File: config.mk
export PLATFORM = sky130hd
export DESIGN_NAME = mem_port_arbiter_flat
export DESIGN_NICKNAME = d
export VERILOG_FILES = /design/src/rtl/mem_port_arbiter_pkg.sv /design/src/rtl/mem_port_arbiter_if.sv /design/src/rtl/mem_port_arbiter_starve.sv /design/src/rtl/mem_port_arbiter.sv /design/src/flat_wrapper.sv
export SDC_FILE = /design/constraint.sdc
export NUM_CORES = 1
export LEC_CHECK = 0
export ABC_CLOCK_PERIOD_IN_PS = 2600
export CAP_MARGIN = 20
export CORE_AREA = 2 2 79 81
export CTS_CLUSTER_SIZE = 10
export DETAILED_ROUTE_END_ITERATION = 16
export DIE_AREA = 0 0 81 83
export HOLD_SLACK_MARGIN = 0.05
export PLACE_DENSITY_LB_ADDON = 0.12
export SLEW_MARGIN = 0
export SYNTH_ARGS = -nofsm -noshare
export SYNTH_HDL_FRONTEND = slang
export SYNTH_SLANG_ARGS = --single-unit
File: constraint.sdc
create_clock -name clk -period 2.6 [get_ports clk]
set_clock_uncertainty 0.15 [all_clocks]
set_input_delay 0.52 -clock clk [delete_from_list [all_inputs] [get_ports clk]]
set_output_delay 0.52 -clock clk [all_outputs]
set_load 0.01 [all_outputs]
File: src/rtl/mem_port_arbiter_pkg.sv
// Shared types and default sizing for the unified-memory port arbiter.
package mem_arb_pkg;

  localparam int unsigned ADDR_W_DFLT     = 11;
  localparam int unsigned DATA_W_DFLT     = 32;
  localparam int unsigned STARVE_MAX_DFLT = 4;

  typedef enum logic [1:0] {
    OWN_NONE = 2'd0,
    OWN_IF   = 2'd1,
    OWN_DM   = 2'd2
  } owner_t;

endpackage

File: src/rtl/mem_port_arbiter_if.sv
// Fetch, data-stage and RAM signals of the memory port arbiter; slave = arbiter side.
interface mem_port_arbiter_if
  import mem_arb_pkg::*;
#(
  parameter int unsigned ADDR_W = ADDR_W_DFLT,
  parameter int unsigned DATA_W = DATA_W_DFLT
);

  logic              if_req;
  logic [ADDR_W-1:0] if_addr;
  logic              if_gnt;
  logic [DATA_W-1:0] if_rdata;
  logic              if_valid;

  logic              dm_req;
  logic              dm_we;
  logic [ADDR_W-1:0] dm_addr;
  logic [DATA_W-1:0] dm_wdata;
  logic              dm_gnt;
  logic [DATA_W-1:0] dm_rdata;
  logic              dm_valid;

  logic [ADDR_W-1:0] ram_addr;
  logic [DATA_W-1:0] ram_wdata;
  logic              ram_w_en;
  logic [DATA_W-1:0] ram_rdata;

  modport slave (
    input  if_req, if_addr, dm_req, dm_we, dm_addr, dm_wdata, ram_rdata,
    output if_gnt, if_rdata, if_valid, dm_gnt, dm_rdata, dm_valid,
           ram_addr, ram_wdata, ram_w_en
  );

  modport master (
    output if_req, if_addr, dm_req, dm_we, dm_addr, dm_wdata, ram_rdata,
    input  if_gnt, if_rdata, if_valid, dm_gnt, dm_rdata, dm_valid,
           ram_addr, ram_wdata, ram_w_en
  );

endinterface

File: src/rtl/mem_port_arbiter_starve.sv
// Saturating count of consecutive denied fetch cycles; raises force_win at the limit.
module arb_starve_counter
  import mem_arb_pkg::*;
#(
  parameter int unsigned STARVE_MAX = STARVE_MAX_DFLT
) (
  input  logic clk,
  input  logic rst,
  input  logic req,
  input  logic gnt,
  output logic force_win
);

  localparam logic [3:0] LIMIT = 4'(STARVE_MAX);

  logic [3:0] starve_q;

  always_ff @(posedge clk) begin
    if (rst || !req || gnt) begin
      starve_q <= '0;
    end else if (starve_q != LIMIT) begin
      starve_q <= starve_q + 4'd1;
    end
  end

  assign force_win = req && (starve_q == LIMIT);

endmodule

File: src/rtl/mem_port_arbiter.sv
// Fetch/data arbiter for the single synchronous-read RAM with starvation guard.
// Optional perf counters under MEM_PORT_ARB_PERF_EN.
module mem_port_arbiter
  import mem_arb_pkg::*;
#(
  parameter int unsigned ADDR_W     = ADDR_W_DFLT,
  parameter int unsigned DATA_W     = DATA_W_DFLT,
  parameter int unsigned STARVE_MAX = STARVE_MAX_DFLT
) (
  input  logic               clk,
  input  logic               rst,
  mem_port_arbiter_if.slave  bus
`ifdef MEM_PORT_ARB_PERF_EN
  ,
  output logic [31:0]        perf_if_wait,
  output logic [31:0]        perf_dm_ops
`endif
);

  owner_t            owner_q, owner_d;
  logic              force_win;
  logic              if_gnt, dm_gnt, ram_w_en;
  logic [ADDR_W-1:0] ram_addr;
  logic [DATA_W-1:0] rdata;

  arb_starve_counter #(.STARVE_MAX(STARVE_MAX)) u_starve (
    .clk       (clk),
    .rst       (rst),
    .req       (bus.if_req),
    .gnt       (if_gnt),
    .force_win (force_win)
  );

  always_comb begin
    if_gnt   = 1'b0;
    dm_gnt   = 1'b0;
    ram_addr = '0;
    ram_w_en = 1'b0;
    owner_d  = OWN_NONE;
    if (!rst) begin
      if (force_win)       if_gnt = 1'b1;
      else if (bus.dm_req) dm_gnt = 1'b1;
      else if (bus.if_req) if_gnt = 1'b1;
    end
    if (dm_gnt) begin
      ram_addr = bus.dm_addr;
      ram_w_en = bus.dm_we;
      owner_d  = OWN_DM;
    end else if (if_gnt) begin
      ram_addr = bus.if_addr;
      owner_d  = OWN_IF;
    end
  end

  always_ff @(posedge clk) begin
    if (rst) owner_q <= OWN_NONE;
    else     owner_q <= owner_d;
  end

  assign rdata         = bus.ram_rdata;
  assign bus.if_gnt    = if_gnt;
  assign bus.dm_gnt    = dm_gnt;
  assign bus.ram_addr  = ram_addr;
  assign bus.ram_w_en  = ram_w_en;
  assign bus.ram_wdata = bus.dm_wdata;
  assign bus.if_rdata  = rdata;
  assign bus.dm_rdata  = rdata;
  // Gated by rst so an access caught by reset never reports completion.
  assign bus.if_valid  = (owner_q == OWN_IF) && !rst;
  assign bus.dm_valid  = (owner_q == OWN_DM) && !rst;

`ifdef MEM_PORT_ARB_PERF_EN
  always_ff @(posedge clk) begin
    if (rst) begin
      perf_if_wait <= '0;
      perf_dm_ops  <= '0;
    end else begin
      if (bus.if_req && !if_gnt && perf_if_wait != '1) perf_if_wait <= perf_if_wait + 32'd1;
      if (dm_gnt && perf_dm_ops != '1)                 perf_dm_ops  <= perf_dm_ops + 32'd1;
    end
  end
`endif

endmodule

File: src/flat_wrapper.sv
// flat-port wrapper written by rule: the top's interface ports become plain ports
module mem_port_arbiter_flat import mem_arb_pkg::*;
#(
  parameter int unsigned ADDR_W     = ADDR_W_DFLT,
  parameter int unsigned DATA_W     = DATA_W_DFLT,
  parameter int unsigned STARVE_MAX = STARVE_MAX_DFLT
)
  (clk, rst, bus_if_req, bus_if_addr, bus_dm_req, bus_dm_we, bus_dm_addr, bus_dm_wdata, bus_ram_rdata, bus_if_gnt, bus_if_rdata, bus_if_valid, bus_dm_gnt, bus_dm_rdata, bus_dm_valid, bus_ram_addr, bus_ram_wdata, bus_ram_w_en);
  mem_port_arbiter_if #(.ADDR_W(ADDR_W), .DATA_W(DATA_W)) bus_i ();
  input  logic clk;
  input  logic rst;
  input wire logic [$bits(bus_i.if_req)-1:0] bus_if_req;
  input wire logic [$bits(bus_i.if_addr)-1:0] bus_if_addr;
  input wire logic [$bits(bus_i.dm_req)-1:0] bus_dm_req;
  input wire logic [$bits(bus_i.dm_we)-1:0] bus_dm_we;
  input wire logic [$bits(bus_i.dm_addr)-1:0] bus_dm_addr;
  input wire logic [$bits(bus_i.dm_wdata)-1:0] bus_dm_wdata;
  input wire logic [$bits(bus_i.ram_rdata)-1:0] bus_ram_rdata;
  output wire logic [$bits(bus_i.if_gnt)-1:0] bus_if_gnt;
  output wire logic [$bits(bus_i.if_rdata)-1:0] bus_if_rdata;
  output wire logic [$bits(bus_i.if_valid)-1:0] bus_if_valid;
  output wire logic [$bits(bus_i.dm_gnt)-1:0] bus_dm_gnt;
  output wire logic [$bits(bus_i.dm_rdata)-1:0] bus_dm_rdata;
  output wire logic [$bits(bus_i.dm_valid)-1:0] bus_dm_valid;
  output wire logic [$bits(bus_i.ram_addr)-1:0] bus_ram_addr;
  output wire logic [$bits(bus_i.ram_wdata)-1:0] bus_ram_wdata;
  output wire logic [$bits(bus_i.ram_w_en)-1:0] bus_ram_w_en;
  assign bus_i.if_req = bus_if_req;
  assign bus_i.if_addr = bus_if_addr;
  assign bus_i.dm_req = bus_dm_req;
  assign bus_i.dm_we = bus_dm_we;
  assign bus_i.dm_addr = bus_dm_addr;
  assign bus_i.dm_wdata = bus_dm_wdata;
  assign bus_i.ram_rdata = bus_ram_rdata;
  assign bus_if_gnt = bus_i.if_gnt;
  assign bus_if_rdata = bus_i.if_rdata;
  assign bus_if_valid = bus_i.if_valid;
  assign bus_dm_gnt = bus_i.dm_gnt;
  assign bus_dm_rdata = bus_i.dm_rdata;
  assign bus_dm_valid = bus_i.dm_valid;
  assign bus_ram_addr = bus_i.ram_addr;
  assign bus_ram_wdata = bus_i.ram_wdata;
  assign bus_ram_w_en = bus_i.ram_w_en;
  mem_port_arbiter #(.ADDR_W(ADDR_W), .DATA_W(DATA_W), .STARVE_MAX(STARVE_MAX)) u_core (.clk(clk), .rst(rst), .bus(bus_i));
endmodule
==> flow_metrics.env <==
export IMPL_cp_max_fo=10
export IMPL_synthesis_area_um2=1160
export IMPL_cts_tree="built"
export IMPL_cts_sinks=6
export IMPL_final_common_cell="clkdlybuf4s50_1"
export IMPL_top_layer="met4"
export IMPL_yosysTopAreaCell="buf_4"
export IMPL_maxCapViolations=0
export IMPL_antenna_cells=0
export IMPL_hold_class="reg -> reg"
export IMPL_num_rows=28
export IMPL_fmax_mhz=401
export IMPL_fin_crit_ns=2.49
export IMPL_final_hold_violation_count=0
export IMPL_htreeDepth=1
export IMPL_synth_top_area_frac=0.621
export IMPL_multiInputGateArea_um2=280
export IMPL_io_pins=203
export IMPL_finalSetupViolations=0
export IMPL_met3_length_um=274
export IMPL_syn_to_final_growth_pct=-8.95
export IMPL_synth_edf_count=0
export IMPL_dieWidth_um=81
export IMPL_cts_inserted_buffers=3
export IMPL_slew_viol_final=0
export IMPL_cp_arrival_ns=1.82
export IMPL_rrSetupSlack_ns=1.32
export IMPL_clk_path_buf_depth=2
export IMPL_routed_wirelength_um=2410
export IMPL_reg2regPathDepth=5
export IMPL_ys_warnings_count=0
export IMPL_synthCells=139
export IMPL_drt_vias_per_instance=3.50
export IMPL_gp_congestion=0.634
export IMPL_hold_depth=2
export IMPL_grt_usage=0.0709
export IMPL_die_height_um=83
export IMPL_synth_flop_cell="dfxtp_1"
export IMPL_async_reset_ff_frac=0
export IMPL_clk_latency_ns=0.22
export IMPL_min_period_over_period=0.959
export IMPL_portBuffers=42
export IMPL_drtIter0Drc=35
export IMPL_grt_pass1_vias=658
export IMPL_slew_headroom=0.857
export IMPL_required_ns=1.93
export IMPL_holdPathEnd="u_core.u_starve.starve_q[0]"
export IMPL_die_area_um2=6720
export IMPL_ant_nets=0
export IMPL_min_from="u_core.u_starve.starve_q[0]"
export IMPL_finalSetupTns_ns=0
export IMPL_start_util=0.199
export IMPL_layout_common_cells="clkdlybuf4s50_1 (24), dlygate4sd2_1 (11), buf_4 (10)"
export IMPL_wl_per_cell_um=14.0
export IMPL_cts_root_buf="clkbuf_8"
export IMPL_grt_max_degree=11
export IMPL_dr_pass1_iters=4
export IMPL_power_leakage_nw=0.455
export IMPL_synth_seq_area_share=0.104
export IMPL_powerDensity_nw_per_um2=323
export IMPL_grt_ovfl_total=0
export IMPL_synth_fp_nets=232
export IMPL_p_total_mw=0.341
export IMPL_ys_ff_latch=6
export IMPL_antenna_found_initial=0
export IMPL_drc=0
export IMPL_tightestPinTransition_ns=0.214
export IMPL_synthTopCellsByArea="buf_4 (62%), dfxtp_1 (10%), a22o_2 (7.8%)"
export IMPL_core_area_um2=5820
export IMPL_endpoint_kind="output port"
export IMPL_status="finished clean"
export IMPL_wl_met1_um=671
export IMPL_timing_hold_ws_ns=0.369
export IMPL_fill_cells=670
export IMPL_synth_cell_type_count=19
export IMPL_start_kind="register"
export IMPL_drive_above_1_share=0.289
export IMPL_regArea_um2=120
export IMPL_fin_nets=192
export IMPL_vias=602
export IMPL_peakVddDrop_uv=123
export IMPL_path_clk_slew_ns=0.04
export IMPL_r2r_end="u_core.u_starve.starve_q[2]"
export IMPL_grt_first_pass_wirelength_um=3640
export IMPL_avgSynthCellArea_um2=8.34
export IMPL_worstReg2RegStart="u_core.u_starve.starve_q[1]"
export IMPL_rsz0062_at_grt="false"
export IMPL_crit_type="reg -> out"
export IMPL_wl_met2_um=1330
synthesized netlist by cell type, drive strengths merged, types with 2 or more instances:
cell type  instances
buf               98
a22o              11
dfxtp              6
inv                5
nor2               5
a211oi             2
ha                 2
nor3b              2
o211a              2
per-stage QoR:
stage	setup slack, ns	cell area [µm²]	util	cells
3_5_place_dp	-0.299	988	0.170	164
4_1_cts	0.0340	1050	0.181	172
5_1_grt	0.000850	1060	0.182	172
2_1_floorplan	0.620	1160	-	139
3_3_place_gp	-0.308	988	0.170	164
6_report	0.108	1060	0.182	172
per-layer routing:
layer | vias to the layer above | GRT usage
li1 | 267 | -
met1 | 262 | 0.0579
met2 | 45 | 0.128
met3 | 28 | 0.0250
met4 | 0 | 0.0632
met5 | - | 0
logic make-up (layout without fill, tap and decap cells):
kind of cell | after synthesis | in the layout | share of synthesized area
and+or+nand+nor | 11 | 11 | 0.0615
AOI/OAI and AO/OA | 15 | 15 | 0.140
muxes | 1 | 1 | 0.00863
buffers and inverters | 103 | 61 | 0.657
DFF | 6 | 6 | 0.104
xor gates and xnor gates | 1 | 1 | 0.00755
adders and majority gates | 2 | 2 | 0.0216
critical path: stages, from the launching register on:
cell and delay [ns]:
dfxtp_1 0.31, inv_1 0.06, ha_2 0.20, nand3b_4 0.12
a211oi_4 0.26, buf_12 0.16, buf_4 0.11, a22o_2 0.13
clkdlybuf4s15_1 0.26
flip-flops by register name, indices dropped and copies added, names as in the netlist:
register / cells
u_core.owner_q: 2
u_core.u_starve.starve_q: 4
power breakdown:
part,total (mW),switching [mW],internal [mW]
Clock,0.136,0.0373,0.0992
Sequential,0.0959,0.000981,0.0949
Combinational,0.109,0.0372,0.0719
repair_timing:
action	in CTS	in global routing
endpoints found under the setup margin	16	3
cloned	0	0
pin swaps	1	1
gates resized for setup	26	1
hold buffers	0	0
hold endpoints to repair	0	0
buffers inserted	5	0
layout make-up:
cell class              instances  area share
clock buffers                   3      0.0391
inverters                       5      0.0178
multi-input cells              30       0.265
flip-flops and latches          6       0.114
well taps                      75      0.0889
repair buffers                 53       0.475
worst max path at each step:
stage,from,endpoint,cells past startpoint
2_1_floorplan,u_core.u_starve.starve_q[0],bus_ram_addr[1],6
3_3_place_gp,bus_if_req,bus_ram_addr[7],6
3_5_place_dp,bus_if_req,bus_ram_addr[4],6
4_1_cts,u_core.u_starve.starve_q[1],bus_ram_addr[4],8
5_1_grt,u_core.u_starve.starve_q[1],bus_ram_addr[0],8
6_report,u_core.u_starve.starve_q[1],bus_ram_addr[2],8
Note: power is estimated with default switching activity, not from simulation.
==> patch 1 (same settings) <==
The package constant `ADDR_W_DFLT` goes from 11 to 12.
--- a/src/rtl/mem_port_arbiter_pkg.sv
+++ b/src/rtl/mem_port_arbiter_pkg.sv
@@ -3,3 +3,3 @@
 
-  localparam int unsigned ADDR_W_DFLT     = 11;
+  localparam int unsigned ADDR_W_DFLT     = 12;
   localparam int unsigned DATA_W_DFLT     = 32;
Interface: changed (resized bus_dm_addr, bus_if_addr and bus_ram_addr); port bits go from 203 to 206. The function was not compared with the original's and may differ.
==> patch 1 against the unedited design <==
Routed wire length grew 5.1%. Register-to-register slack worse by 50 ps. Sequential cell count unchanged. Largest cell class unchanged. Cell count up 0.58%. Setup slack got worse by 41 ps. Final area down 4.6%. Highest routed layer unchanged. Area after synthesis fell by 0.97%. Clock power decreased by 3%. Non-clock buffer count shrank 1. Power down 1.8%.
==> patch 1: results (changes against the unedited design) <==
metric	value	unit	change
non-clock buffer count	52		-1.9%
Area contributors post-synth	buf_4 (63%), dfxtp_1 (10%), a22o_1 (9.2%)		
syn nets	236		+1.7%
FILL cells	686		+2.4%
Max Cap Violations	0		unchanged
multi-input gate count	32		+6.7%
fraction of area in multi-input gates	0.268		+0.00292
initial DRC count	15		-57%
Netlist cell types	20		+1
Top Layer Used	met4		
Synth Area in Compound Gates	0.127		-0.0128
vias in the first global route	701		+6.5%
GR Util met3	0.0587		+0.0337
layout cells sized above 1	0.245		-0.0438
Peak VDD IR	0.169	mV	+37%
Hold Slack	342	ps	-27.3 ps
Crit path arrival time	1860	ps	+40 ps
Worst R2R Start	u_core.u_starve.starve_q[0]		
fraction of synthesized cell area in xor and xnor cells	0.00763		+0.0000740
crit path max fanout	5		-5
Worst path max stage delay	480	ps	+170 ps
gpl congestion	0.633		-0.11%
Synth Instances	141		+1.4%
Metal-1 WL	715	um	+6.6%
static leakage	0.462	nW	+1.4%
Clock-cell share	0.0410		+0.00189
hold depth	1		-1
met2 global-route usage	0.126		-0.00150
Synth top area share	0.634		+0.0126
first drt pass iteration count	2		-2
R2R setup slack	1270	ps	-50 ps
Global Route Usage Sum	0.0700		-0.000896
pre-CTS setup slack	-254	ps	+45.0 ps
Final #Nets	195		+1.6%
via count	657		+9.1%
sequential-to-total area share from yosys stat	0.105		+0.00102
status	finished clean		
non-clk buf share	0.460		-0.0155
sequential cell area share	0.119		+0.00551
CTS resizes	30		+15%
top cells by count, synth	buf_4 (97), a22o_1 (12), dfxtp_1 (6)		
CP max stage cell	clkdlybuf4s50_1		
drt wl/cell	14.6	um	+4.5%
post-synthesis mux area share	0.00871		+0.0000846
area delta synth->final	-12.3	%	
adder-cell share of the synthesized area	0.0218		+0.000212
patch 1: cell types whose count changed after synthesis, sizes merged:
cell and delta:
a211oi -2, a21oi +2, a22o +1, nand2 +1, nand2b +1, nand4 -1, nor2 -4, nor3 +4
patch 1: worst max-delay path: cells and delay by family:
family | cells | cell delay (ps)
buffers and inverters | 4 | 910
AO/OA/AOI/OAI | 2 | 420
patch 1: worst max-delay path by stage:
stage          cells past startpoint  slack, ps               end  startpoint
2_1_floorplan                      4        660  bus_ram_addr[10]         rst
3_3_place_gp                       6       -260   bus_ram_addr[6]         rst
3_5_place_dp                       6       -250   bus_ram_addr[6]         rst
4_1_cts                            6        -30   bus_ram_addr[6]  bus_if_req
5_1_grt                            6          4   bus_ram_addr[7]  bus_if_req
6_report                           6         70   bus_ram_addr[7]  bus_if_req
patch 1: power breakdown:
group	internal [mW]	switching, mW
Combinational	0.0691	0.0373
Sequential	0.0950	0.00155
Clock	0.0989	0.0336
==> patch 2 (same flow settings) <==
Made on the original files. Re-encode `owner_t` (3 values) as one-hot, 3 bits wide.
--- a/src/rtl/mem_port_arbiter_pkg.sv
+++ b/src/rtl/mem_port_arbiter_pkg.sv
@@ -7,6 +7,6 @@
 
-  typedef enum logic [1:0] {
-    OWN_NONE = 2'd0,
-    OWN_IF   = 2'd1,
-    OWN_DM   = 2'd2
+  typedef enum logic [2:0] {
+    OWN_NONE = 3'b001,
+    OWN_IF   = 3'b010,
+    OWN_DM   = 3'b100
   } owner_t;
Function: no difference found for any inputs over 10 cycles, from zero or initial values and one cycle with rst high; not proved beyond that.
==> patch 2 against the unedited design <==
Setup slack improved by 13 ps. Area after synthesis up 2.4%. Sequential cell count increased by 1. Power increased by 8.6%. Worst hold slack worse by 3.3 ps. Register-to-register slack got worse by 30 ps. Final area is 2.8% higher. Utilization increased by 0.52 points. Routed wire length fell by 4.0%. Critical path type unchanged. Largest cell class unchanged. Largest power group unchanged.
==> patch 2: results (changes against the unedited design) <==
metric	value	unit	change
status	finished clean		
Post-Place Cells	167		+1.8%
initial antenna violation count	0		unchanged
Max Root-Sink Buffers	2		unchanged
initial DRC count	12		-66%
pre-CTS setup slack	-294	ps	+5.21 ps
layout cells sized above 1	0.337		+0.0481
hpwl dp	1880	um	
Crit path arrival time	1810	ps	
Root Buffer	clkbuf_8		
Buffers on Ports	42		unchanged
FILL cells	668		-0.30%
Synth Instances	141		+1.4%
Area after DPL	0.00102	mm2	+3.5%
CTS Buf Count	3		unchanged
yosys warns	0		unchanged
Synth async-reset ratio	0		unchanged
via count	624		+3.7%
Worst path max stage delay	320	ps	
vias in the first global route	637		-3.2%
fin crit share	0.954		-0.00501
HP Class	flop to flop		
first drt pass iteration count	4		unchanged
static leakage	0.439	nW	-3.7%
H-tree levels	1		unchanged
CP max stage cell	dfxtp_1		
final wirelength	2310	um	-4.0%
crit path max fanout	6		-4
syn nets	234		+0.86%
Worst-Margin Slew	263	ps	+49.6 ps
biggest registers after layout	u_core.u_starve.starve_q x4, u_core.owner_q x3		
largest net degree at the start of global routing	14		+3
drt wl/cell	13.4	um	-4.5%
Netlist cell types	20		+1
Global Route Usage Sum	0.0674		-0.00354
clk_lat worst skew	220	ps	about the same
CTS clock-pin slew for the worst setup and hold paths	40	ps	about the same
sequential-to-total area share from yosys stat	0.118		+0.0145
gpl congestion	0.675		+6.5%
main flop type after synthesis	dfxtp_1		
Peak VDD IR	0.199	mV	+62%
first-pass GRT wire length	3500	um	-3.8%
top cells by count, synth	buf_4 (96), a22o_2 (9), dfxtp_1 (7)		
diodes inserted	0		unchanged
Net Sw Power	0.0820	mW	+8.7%
Final #Nets	192		unchanged
Area contributors post-synth	buf_4 (61%), dfxtp_1 (12%), a22o_2 (7.6%)		
R2R setup slack	1290	ps	-30 ps
==> patch 2: cell count changes after synthesis, sizes merged <==
| cell | change |
|---|---|
| nor3b | -2 |
| nor4b | +2 |
| dfxtp | +1 |
| o21ai | +1 |
==> patch 2: critical path: cells and delay by family, from the launching register on <==
| kind | cells | cell delay, ps |
|---|---|---|
| buffers and inverters | 4 | 550 |
| AO/OA/AOI/OAI | 2 | 400 |
| flip-flops | 1 | 320 |
| adder cells (fa/ha/maj) | 1 | 190 |
| AND/OR/NAND/NOR | 1 | 120 |
==> patch 2: logic make-up after synthesis <==
logic type,after synthesis,share of synthesized area
buffers and inverters,103,0.642
flip-flops,7,0.118
XOR/XNOR,1,0.00738
AO/OA/AOI/OAI,16,0.141
multiplexers,1,0.00843
AND/OR/NAND/NOR,11,0.0622
adder cells (fa/ha/maj),2,0.0211
==> patch 2: power groups by stage <==
stage                     Sequential (mW)  Clock [mW]  Combinational (mW)
after floorplan                     0.114           0               0.188
after global routing                0.113       0.166               0.116
after detailed placement            0.115           0               0.114
final                               0.113       0.150               0.109
after global placement              0.115           0               0.116
after CTS                           0.113       0.156               0.110
==> patch 2: stage by stage <==
stage / hold WS (ps) / utilization
floorplan: 280 / -
global placement: 357 / 0.176
detailed placement: 367 / 0.176
CTS: 373 / 0.186
global route: 404 / 0.187
finish: 366 / 0.187
==> patch 2: final cells by class <==
type	count	area, um2	area share
clock buffer	4	45.0	0.0415
inverter	5	18.8	0.0173
multi-input combinational	31	288	0.265
sequential	7	140	0.129
tap	75	93.8	0.0864
timing repair buffer	51	500	0.461
==> patch 2: routing by layer <==
| metal | up-vias | part of all wire | track usage |
|---|---|---|---|
| met2 | 43 | 0.49 | 0.107 |
| met3 | 29 | 0.11 | 0.0348 |
| met1 | 278 | 0.34 | 0.0624 |
| li1 | 274 | - | - |
| met4 | 0 | 0.060 | 0.0555 |
| met5 | - | 0 | 0 |
==> patch 2: repair_timing <==
action,CTS,global route
gates resized for setup,35,1
buffers inserted,2,0
pin swaps,1,1
setup endpoints to repair,16,9
==> patch 2: final timing paths <==
check | startpoint | endpoint | depth (start not counted)
min reg2reg | u_core.u_starve.starve_q[0] | u_core.u_starve.starve_q[0] | 2
max reg2reg | u_core.u_starve.starve_q[1] | u_core.u_starve.starve_q[2] | 5
min | u_core.u_starve.starve_q[0] | u_core.u_starve.starve_q[0] | 2
max | u_core.u_starve.starve_q[1] | bus_ram_addr[7] | 8
